--- src/rtl/fpnew_slice_share_arb.sv ---
// fpnew_pkg (minimal) + fpnew_slice_share_arb
//
// Shares one in-order format slice between NumReq issue ports. A round-robin
// arbiter picks one request per cycle. Each issued op pushes its port index
// into an in-flight ID FIFO. Because the slice completes in order, the FIFO
// head names the port that owns the next result.
//
// Ports:
//   clk_i, rst_ni        clock, async active-low reset
//   flush_i              kill all in-flight work (mirrored on slc_flush_o)
//   req_*                per-port issue handshake and fields (packed per port)
//   slc_*_o / slc_ready_i        slice input side (selected request)
//   slc_out_* / slc_result_i ... slice output side
//   rsp_valid_o/rsp_ready_i      per-port response handshake
//   rsp_result/status/tag_o      shared response data
//   busy_o               ID FIFO non-empty

package fpnew_pkg;
  typedef enum logic [2:0] {
    RNE = 3'b000, RTZ = 3'b001, RDN = 3'b010, RUP = 3'b011, RMM = 3'b100, DYN = 3'b111
  } roundmode_e;

  typedef enum logic [3:0] {
    FMADD, FNMSUB, ADD, MUL, DIV, SQRT, SGNJ, MINMAX, CMP, CLASSIFY,
    F2F, F2I, I2F, CPKAB, CPKCD
  } operation_e;

  typedef struct packed {
    logic NV;
    logic DZ;
    logic OF;
    logic UF;
    logic NX;
  } status_t;
endpackage

// Per-port decode: issue ready and response valid for one requester.
module fpnew_slice_share_arb_lane (
  input  logic win_i,        // this port is the current winner
  input  logic can_issue_i,
  input  logic slc_ready_i,
  input  logic head_i,       // this port owns the FIFO head
  input  logic rsp_ok_i,     // a response may be presented this cycle
  output logic req_ready_o,
  output logic rsp_valid_o
);
  assign req_ready_o = win_i & can_issue_i & slc_ready_i;
  assign rsp_valid_o = head_i & rsp_ok_i;
endmodule

module fpnew_slice_share_arb #(
  parameter int unsigned NumReq      = 4,
  parameter int unsigned Width       = 32,
  parameter int unsigned NumOperands = 3,
  parameter int unsigned MaxInFlight = 4,
  parameter int unsigned TagWidth    = 8
) (
  input  logic                                             clk_i,
  input  logic                                             rst_ni,
  input  logic                                             flush_i,
  input  logic [NumReq-1:0]                                req_valid_i,
  output logic [NumReq-1:0]                                req_ready_o,
  input  logic [NumReq-1:0][NumOperands-1:0][Width-1:0]    req_operands_i,
  input  fpnew_pkg::operation_e [NumReq-1:0]               req_op_i,
  input  fpnew_pkg::roundmode_e [NumReq-1:0]               req_rnd_i,
  input  logic [NumReq-1:0][TagWidth-1:0]                  req_tag_i,
  output logic                                             slc_valid_o,
  input  logic                                             slc_ready_i,
  output logic [NumOperands-1:0][Width-1:0]                slc_operands_o,
  output fpnew_pkg::operation_e                            slc_op_o,
  output fpnew_pkg::roundmode_e                            slc_rnd_o,
  output logic [TagWidth-1:0]                              slc_tag_o,
  output logic                                             slc_flush_o,
  input  logic                                             slc_out_valid_i,
  output logic                                             slc_out_ready_o,
  input  logic [Width-1:0]                                 slc_result_i,
  input  fpnew_pkg::status_t                               slc_status_i,
  input  logic [TagWidth-1:0]                              slc_tag_i,
  output logic [NumReq-1:0]                                rsp_valid_o,
  input  logic [NumReq-1:0]                                rsp_ready_i,
  output logic [Width-1:0]                                 rsp_result_o,
  output fpnew_pkg::status_t                               rsp_status_o,
  output logic [TagWidth-1:0]                              rsp_tag_o,
  output logic                                             busy_o
);
  localparam int unsigned IdxW = $clog2(NumReq);
  localparam int unsigned PtrW = (MaxInFlight > 1) ? $clog2(MaxInFlight) : 1;
  localparam int unsigned CntW = $clog2(MaxInFlight + 1);

  logic [IdxW-1:0] rr_q, rr_d, lock_idx_q, lock_idx_d, winner, cand, head;
  logic            lock_q, lock_d, found;
  logic [MaxInFlight-1:0][IdxW-1:0] fifo_q;
  logic [PtrW-1:0] wptr_q, wptr_d, rptr_q, rptr_d;
  logic [CntW-1:0] cnt_q, cnt_d;
  logic            empty, full, pop, push, can_issue, rsp_ok;

  // Pointers wrap explicitly so non-power-of-two depths work.
  function automatic logic [PtrW-1:0] ptr_inc(input logic [PtrW-1:0] p);
    return (p == PtrW'(MaxInFlight - 1)) ? '0 : p + 1'b1;
  endfunction

  // Cyclic search starting at rr_q; a stalled offer stays locked until taken
  // so the slice never sees its input change under backpressure.
  always_comb begin
    winner = rr_q;
    cand   = '0;
    found  = 1'b0;
    if (lock_q) begin
      winner = lock_idx_q;
    end else begin
      for (int unsigned k = 0; k < NumReq; k++) begin
        cand = IdxW'((32'(rr_q) + k) % NumReq);
        if (!found && req_valid_i[cand]) begin
          found  = 1'b1;
          winner = cand;
        end
      end
    end
  end

  assign head  = fifo_q[rptr_q];
  assign empty = (cnt_q == '0);
  assign full  = (cnt_q == CntW'(MaxInFlight));

  // With nothing tracked, stray slice outputs are drained.
  assign slc_out_ready_o = flush_i | empty | rsp_ready_i[head];
  assign pop             = slc_out_valid_i & slc_out_ready_o & ~empty;
  assign can_issue       = ~flush_i & (~full | pop);
  assign slc_valid_o     = can_issue & req_valid_i[winner];
  assign push            = slc_valid_o & slc_ready_i;
  assign rsp_ok          = slc_out_valid_i & ~empty & ~flush_i;

  assign slc_operands_o = req_operands_i[winner];
  assign slc_op_o       = req_op_i[winner];
  assign slc_rnd_o      = req_rnd_i[winner];
  assign slc_tag_o      = req_tag_i[winner];
  assign slc_flush_o    = flush_i;

  assign rsp_result_o = slc_result_i;
  assign rsp_status_o = slc_status_i;
  assign rsp_tag_o    = slc_tag_i;
  assign busy_o       = ~empty;

  for (genvar g = 0; g < NumReq; g++) begin : g_lane
    fpnew_slice_share_arb_lane u_lane (
      .win_i       (winner == IdxW'(g)),
      .can_issue_i (can_issue),
      .slc_ready_i (slc_ready_i),
      .head_i      (head == IdxW'(g)),
      .rsp_ok_i    (rsp_ok),
      .req_ready_o (req_ready_o[g]),
      .rsp_valid_o (rsp_valid_o[g])
    );
  end

  always_comb begin
    rr_d       = rr_q;
    lock_d     = lock_q;
    lock_idx_d = lock_idx_q;
    wptr_d     = wptr_q;
    rptr_d     = rptr_q;
    cnt_d      = cnt_q;
    if (push) begin
      rr_d   = (winner == IdxW'(NumReq - 1)) ? '0 : winner + 1'b1;
      lock_d = 1'b0;
      wptr_d = ptr_inc(wptr_q);
    end else if (slc_valid_o) begin
      lock_d     = 1'b1;
      lock_idx_d = winner;
    end
    if (pop) rptr_d = ptr_inc(rptr_q);
    case ({push, pop})
      2'b10:   cnt_d = cnt_q + 1'b1;
      2'b01:   cnt_d = cnt_q - 1'b1;
      default: cnt_d = cnt_q;
    endcase
    // rr_q survives a flush so fairness carries across it.
    if (flush_i) begin
      wptr_d = '0;
      rptr_d = '0;
      cnt_d  = '0;
      lock_d = 1'b0;
    end
  end

  always_ff @(posedge clk_i or negedge rst_ni) begin
    if (!rst_ni) begin
      rr_q       <= '0;
      lock_q     <= 1'b0;
      lock_idx_q <= '0;
      wptr_q     <= '0;
      rptr_q     <= '0;
      cnt_q      <= '0;
      fifo_q     <= '0;
    end else begin
      rr_q       <= rr_d;
      lock_q     <= lock_d;
      lock_idx_q <= lock_idx_d;
      wptr_q     <= wptr_d;
      rptr_q     <= rptr_d;
      cnt_q      <= cnt_d;
      if (push) fifo_q[wptr_q] <= winner;
    end
  end
endmodule

--- config.mk ---
export PLATFORM = sky130hd
export DESIGN_NAME = fpnew_slice_share_arb
export DESIGN_NICKNAME = d
export VERILOG_FILES = /design/src/rtl/fpnew_slice_share_arb.sv
export SDC_FILE = /design/constraint.sdc
export NUM_CORES = 1
export LEC_CHECK = 0
export ABC_AREA = 1
export BUFFER_PORTS_ARGS = -buffer_cell sky130_fd_sc_hd__buf_2
export CAP_MARGIN = 20
export CORE_AREA = 3 3 258 260
export CTS_CLUSTER_DIAMETER = 150
export DETAILED_ROUTE_END_ITERATION = 10
export DIE_AREA = 0 0 261 263
export SETUP_SLACK_MARGIN = 0.2
export SYNTH_ARGS = -nofsm -noshare
export SYNTH_HDL_FRONTEND = slang
export SYNTH_SLANG_ARGS = --single-unit
--- constraint.sdc ---
create_clock -name clk_i -period 3.76 [get_ports clk_i]
set_input_delay 0.376 -clock clk_i [delete_from_list [all_inputs] [get_ports clk_i]]
set_output_delay 0.376 -clock clk_i [all_outputs]
set_load 0.1 [all_outputs]
==> metrics.md, run 1 <==
| Metric | Value |
|---|---|
| Critical Path Max Stage Delay | `670 ps` |
| Final worst slack | `277 ps` |
| Nature of the critical path startpoint | `register` |
| Yosys warnings | `0` |
| Slowest CP cell | `o21ai_0` |
| CTS tree | `built` |
| Vias in the first global route | `8019` |
| Detailed Route Iter0 Violations | `505` |
| Largest net degree at the start of global routing | `95` |
| Layout Area Growth over Synthesis | `122%` |
| Worst setup path category | `register to output port` |
| Top delay family on crit path | `simple AND/OR/NAND/NOR gates` |
| Max-slew violation count | `0` |
| Tot GR Track Use | `10.3%` |
| Fin Setup TNS | `0 ps` |
| Hold WC Path Type | `input port to asynchronous set/reset pin` |
| Vias per cell | `3.79` |
| Crit-path cells | `buf_4 > nand2_1 > nand2_1 > nand2_2 > nand2_4 > nor2_2 > nand2_1 > nand2_1 > nand2_1 > nand2_2 > nand2_8 > buf_12 > o21ai_0 > o22ai_2 > buf_12` |
| Synthesized cell area | `0.00497 mm2` |
| Clock tree buffer depth | `2` |
| Seq/Total Area, Yosys | `10.1%` |
| Critical Path RT | `3380 ps` |
| Setup violations, final | `0` |
| IO Pins | `670` |
| Die Ht | `263 um` |
| Synthesized instance count | `913` |
| Fin. Hold Viols | `0` |
| First-pass GRT wire length | `52800 um` |
| Design Area, Final | `0.0111 mm2` |
| Nets | `1907` |
| Synth unique cells | `33` |
| Total grt overflow | `0` |
| Commonest cells after routing, fill and taps aside | `buf_2, o21ai_0, nor2_1, buf_12, o22ai_2` |
| Effective utilization at floorplan | `7.72%` |
| Chip width | `261 um` |
| TritonCTS buffer count | `3` |
| Core ar. | `0.0643 mm2` |
| Cts hold-fix bufs | `0` |
| Final Routed Wirelength | `39100 um` |
| Synth Area per Inst | `5.44 um2` |
| Fmax | `287 MHz` |
| Maximum fanout along the worst path | `70` |
| Floorplan row count | `93` |
| RSZ-0062 raised after global routing | `no` |
| WL per Instance | `17.3 um` |
| Synthesized Nets | `1425` |
| Final Cycle Share | `92.6%` |
| Antenna violations before repair | `21` |
| CTS root buf | `clkbuf_16` |
| H-tree lvl count | `1` |
| Clock Sinks | `20` |
| Post-route ant nets | `0` |
| Initial DRT Pass Iterations | `5` |
| R2R Setup Slk | `680 ps` |
| Minimum clock period | `3480 ps` |
| Vias | `8556` |
| Max-Cap Viols | `0` |
| Clock edge transition at the registers on the reported setup and hold paths | `60 ps` |
| Commonest non-fill, non-tap cell in the layout | `buf_2` |
| Post-synthesis register bit count | `20` |
| Pre-CTS setup slack | `505 ps` |
| Die ar. | `0.0686 mm2` |
| CP endpoint kind | `output port` |
| Worst slew pin tran | `740 ps` |
| DP Wirelength | `34200 um` |
| Clock Latency Late Sink | `250 ps` |
| Non-filler cells, final | `2258` |
| Area after DPL | `0.0109 mm2` |
| Placed insts | `2243` |
| Area contributors post-synth | `o21ai_0, nor2_1, o22ai_1, dfrtp_1, buf_4` |
| # DRC | `0` |
| Gpl congestion | `0.904` |
| Synth top area share | `23.4%` |
| Layout cells sized above 1 | `53.8%` |
| Port bufs | `579` |
| Critical path's most frequent cell | `nand2_1` |
| Clock Skews | `1.13 ps` |
| Worst Path Buf+Inv | `3` |
| Status | `complete, no violations` |
| Worst slew margin | `50.2%` |
| Arrival @ worst endpoint | `3110 ps` |
| Cell taking the most area after synthesis | `o21ai_0` |
==> per-layer routing <==
layer / up-vias / global-route usage [%] / part of all wire (%)
met3: 62 / 5.02 / 13
met1: 3880 / 12.2 / 39
li1: 4077 / - / -
met4: 16 / 2.70 / 2.8
met5: - / 0 / 0.26
met2: 521 / 16.6 / 45
==> flip-flops by register name, indices dropped and copies added, names as in the netlist <==
register    flops
cnt_q           3
fifo_q          8
lock_idx_q      2
lock_q          1
rptr_q          2
rr_q            2
wptr_q          2
==> Yosys cell counts <==
master    instances
a21oi_2           1
nand4_2           1
nand3_2           5
nor3_1            6
buf_2            21
clkinv_1          1
o22ai_1         111
a21oi_1           1
o21ai_1          10
nand3_4           1
nand4_1           1
nor2_4            1
fa_1              1
o21ai_0         232
a21boi_4          1
clkbuf_2          2
nand3_1          19
nor2_1          230
nor2_2            1
inv_1            23
nand2_2          13
or2_2             1
nand2_4           2
o211ai_1          1
clkbuf_1         44
buf_4            61
dfrtp_1          20
xnor2_1           1
inv_2             6
ha_1              9
nand2_1          84
nor3b_1           1
or2_1             1
==> kinds of logic (layout without fill, tap and decap cells) <==
group | after synthesis | in the layout | share of synthesized area (%)
and+or+nand+nor | 367 | 367 | 30.8
adders and majority gates | 10 | 10 | 2.67
other | 0 | 9 | 0
DFF | 20 | 20 | 10.1
buffers and inverters | 158 | 639 | 17.1
AOI/OAI and AO/OA | 357 | 357 | 39.1
xor gates and xnor gates | 1 | 1 | 0.176
==> layout make-up <==
| class | instances | area, um2 |
|---|---|---|
| Antenna cell | 9 | 22.5 |
| Tap cell | 855 | 1070 |
| Multi-Input combinational cell | 735 | 4310 |
| Sequential cell | 20 | 502 |
| Clock buffer | 4 | 88.8 |
| Inverter | 30 | 118 |
| Timing Repair Buffer | 605 | 4950 |
| Fill cell | 7276 | 53300 |
==> timing repair <==
action	in CTS	in global routing
gates resized for setup	0	3
endpoints found under the setup margin	0	95
setup buffers	0	2
==> stage by stage <==
stage	hold WS, ps	utilization, %
final	72.1	17.2
after global routing	106	17.2
after floorplan	80.4	-
after detailed placement	362	17.0
after global placement	367	17.0
after CTS	90.6	17.1
==> worst paths after layout <==
check | startpoint | endpoint | cells after the start
worst max register to register | rptr_q[0] | cnt_q[2] | 21
max in group asynchronous | rst_ni | rr_q[0] | 1
worst min register to register | lock_idx_q[0] | lock_idx_q[0] | 2
min in group clk_i | lock_idx_q[0] | lock_idx_q[0] | 2
worst min-delay path | rst_ni | rr_q[1] | 1
worst max-delay path | rr_q[0] | slc_operands_o[71] | 15
Power of run 1 is left out: the tool's default activity adds up to more than one toggle a clock period on the data nets, which glitch-free logic cannot reach.
==> run 2: changes to the inputs <==
- BUFFER_PORTS_ARGS: -buffer_cell sky130_fd_sc_hd__buf_2 -> -buffer_cell sky130_fd_sc_hd__buf_4
==> run 2 against run 1 <==
The flow now finishes with violations (hold timing). Register-to-register slack is essentially flat. Fmax grew 4.5%. Global-route usage grew 0.19 points. Core utilization shrank 0.15 points. Clock-buffer cell count shrank 1. Sequential cell count is the same. Design area shrank 0.87%. Non-clock buffer count shrank 13. First-iteration DRC count shrank 38%. Critical path depth grew 1. Critical path type unchanged.
==> metrics.md, run 2 (synthesis results as in run 1) <==
| Metric | Value |
|---|---|
| Status | `complete, but fails checks` |
| Violated checks | `hold timing` |
| R2r worst-path depth | `21` |
| Die ar. | `0.0686 mm2` |
| Port bufs | `579` |
| Commonest cells after routing, fill and taps aside | `buf_4, o21ai_0, nor2_1, o22ai_2, nand2_1` |
| Slowest CP cell | `dfrtp_2` |
| Minimum clock period | `3330 ps` |
| Antenna violations before repair | `7` |
| Nets | `1894` |
| DP Wirelength | `33900 um` |
| WL per Instance | `17.6 um` |
| R2R Setup Slk | `690 ps` |
| Core ar. | `0.0643 mm2` |
| Max-Cap Viols | `0` |
| RSZ-0062 raised after global routing | `yes` |
| Nature of the critical path startpoint | `register` |
| Total grt overflow | `0` |
| Largest registers | `fifo_q (8), cnt_q (3)` |
| Clock Sinks | `20` |
| Hold WS | `-4.06 ps` |
| Diode count | `0` |
| Worst slew margin | `65.8%` |
| Post-CTS Setup Bufs | `0` |
| Fin. Hold Viols | `18` |
| Maximum fanout along the worst path | `87` |
| IO Pins | `670` |
| Clock Skews | `4.39 ps` |
| Post-route ant nets | `0` |
| Area after DPL | `0.0109 mm2` |
| Gpl congestion | `0.881` |
| Arrival @ worst endpoint | `2960 ps` |
| Critical path's most frequent cell | `nand2_1` |
| Detailed Route Iter0 Violations | `315` |
| Layout Area Growth over Synthesis | `120%` |
| Effective utilization at floorplan | `7.72%` |
| Top delay family on crit path | `simple AND/OR/NAND/NOR gates` |
| Fmax | `300 MHz` |
| Worst setup path category | `register to output port` |
| # DRC | `0` |
| Tot GR Track Use | `10.5%` |
| Clock edge transition at the registers on the reported setup and hold paths | `50 ps` |
| CTS root buf | `clkbuf_16` |
| Final Routed Wirelength | `39300 um` |
| First-pass GRT wire length | `53800 um` |
| CP endpoint kind | `output port` |
| Critical Path Max Stage Delay | `500 ps` |
| Crit-path cells | `inv_2 > nand2_1 > nand2_2 > nand2_2 > nand2_4 > nor2_2 > nand2_1 > nand2_1 > nand2_1 > nand2_2 > nand2_8 > inv_6 > buf_16 > o21ai_0 > o22ai_2 > buf_4` |
| Most flops, register | `fifo_q` |
| Largest register FFs | `8` |
| Chip width | `261 um` |
| TritonCTS buffer count | `3` |
| Final Cycle Share | `88.6%` |
| Reg-to-reg startpoint | `rptr_q[0]` |
| Setup violations, final | `0` |
| Vias in the first global route | `8321` |
| Hold WC Path Type | `input port to asynchronous set/reset pin` |
| H-tree lvl count | `1` |
| Vias per cell | `3.70` |
| Clock tree buffer depth | `2` |
| Worst Path Buf+Inv | `4` |
| Floorplan row count | `93` |
| CTS tree | `built` |
| Worst slew pin tran | `508 ps` |
| Commonest non-fill, non-tap cell in the layout | `buf_4` |
| Critical Path RT | `3380 ps` |
| Vias | `8277` |
| Die Ht | `263 um` |
| Layout cells sized above 1 | `53.3%` |
| Worst R2R End | `cnt_q[2]` |
| Initial DRT Pass Iterations | `4` |
| Largest net degree at the start of global routing | `98` |
| Design Area, Final | `0.0110 mm2` |
| Fin Setup TNS | `0 ps` |
| Max-slew violation count | `0` |
| Clock Latency Late Sink | `260 ps` |
run 2: changes by cell type in the layout (fill, tap and decap cells not counted), sizes merged:
cell,change
clkbuf,-3
diode,-9
buf,-11
run 2: worst max path at each step:
stage          cells past startpoint  startpoint  slack [ps]                 end
2_1_floorplan                     16     rr_q[0]         210         slc_op_o[3]
3_3_place_gp                      16     rr_q[0]         550  slc_operands_o[15]
3_5_place_dp                      16     rr_q[0]         520  slc_operands_o[15]
4_1_cts                           16     rr_q[0]         220  slc_operands_o[15]
5_1_grt                           17     rr_q[0]         180  slc_operands_o[15]
6_report                          16     rr_q[0]         430  slc_operands_o[76]
run 2: through the flow:
stage	instances	util, %	hold slack (ps)	setup slack (ps)
after floorplan	913	-	80.4	208
after global placement	2232	16.9	275	547
after detailed placement	2232	16.9	275	522
after CTS	2235	17.0	6.55	224
after global routing	2235	17.0	13.8	176
final	2235	17.0	-4.06	429
run 2: routing by layer:
metal,routed length [um],track usage [%],vias up
li1,-,-,4034
met1,15500,12.5,3761
met2,17900,17.4,441
met5,59,0,-
met4,492,1.33,8
met3,5240,5.19,33
run 2: cell type report:
class | instances | area [um2]
fill | 7390 | 53400
timing repair buffer | 592 | 4890
multi-input combinational | 735 | 4310
tap | 855 | 1070
sequential | 20 | 502
inverter | 30 | 118
clock buffer | 3 | 75.1
run 2: repair_timing:
item / 4_1_cts / 5_1_grt
gates resized for setup: 0 / 8
hold buffers: 0 / 0
endpoints found under the setup margin: 0 / 107
hold endpoints to repair: 0 / 0
Power of run 2 is left out for the same reason.
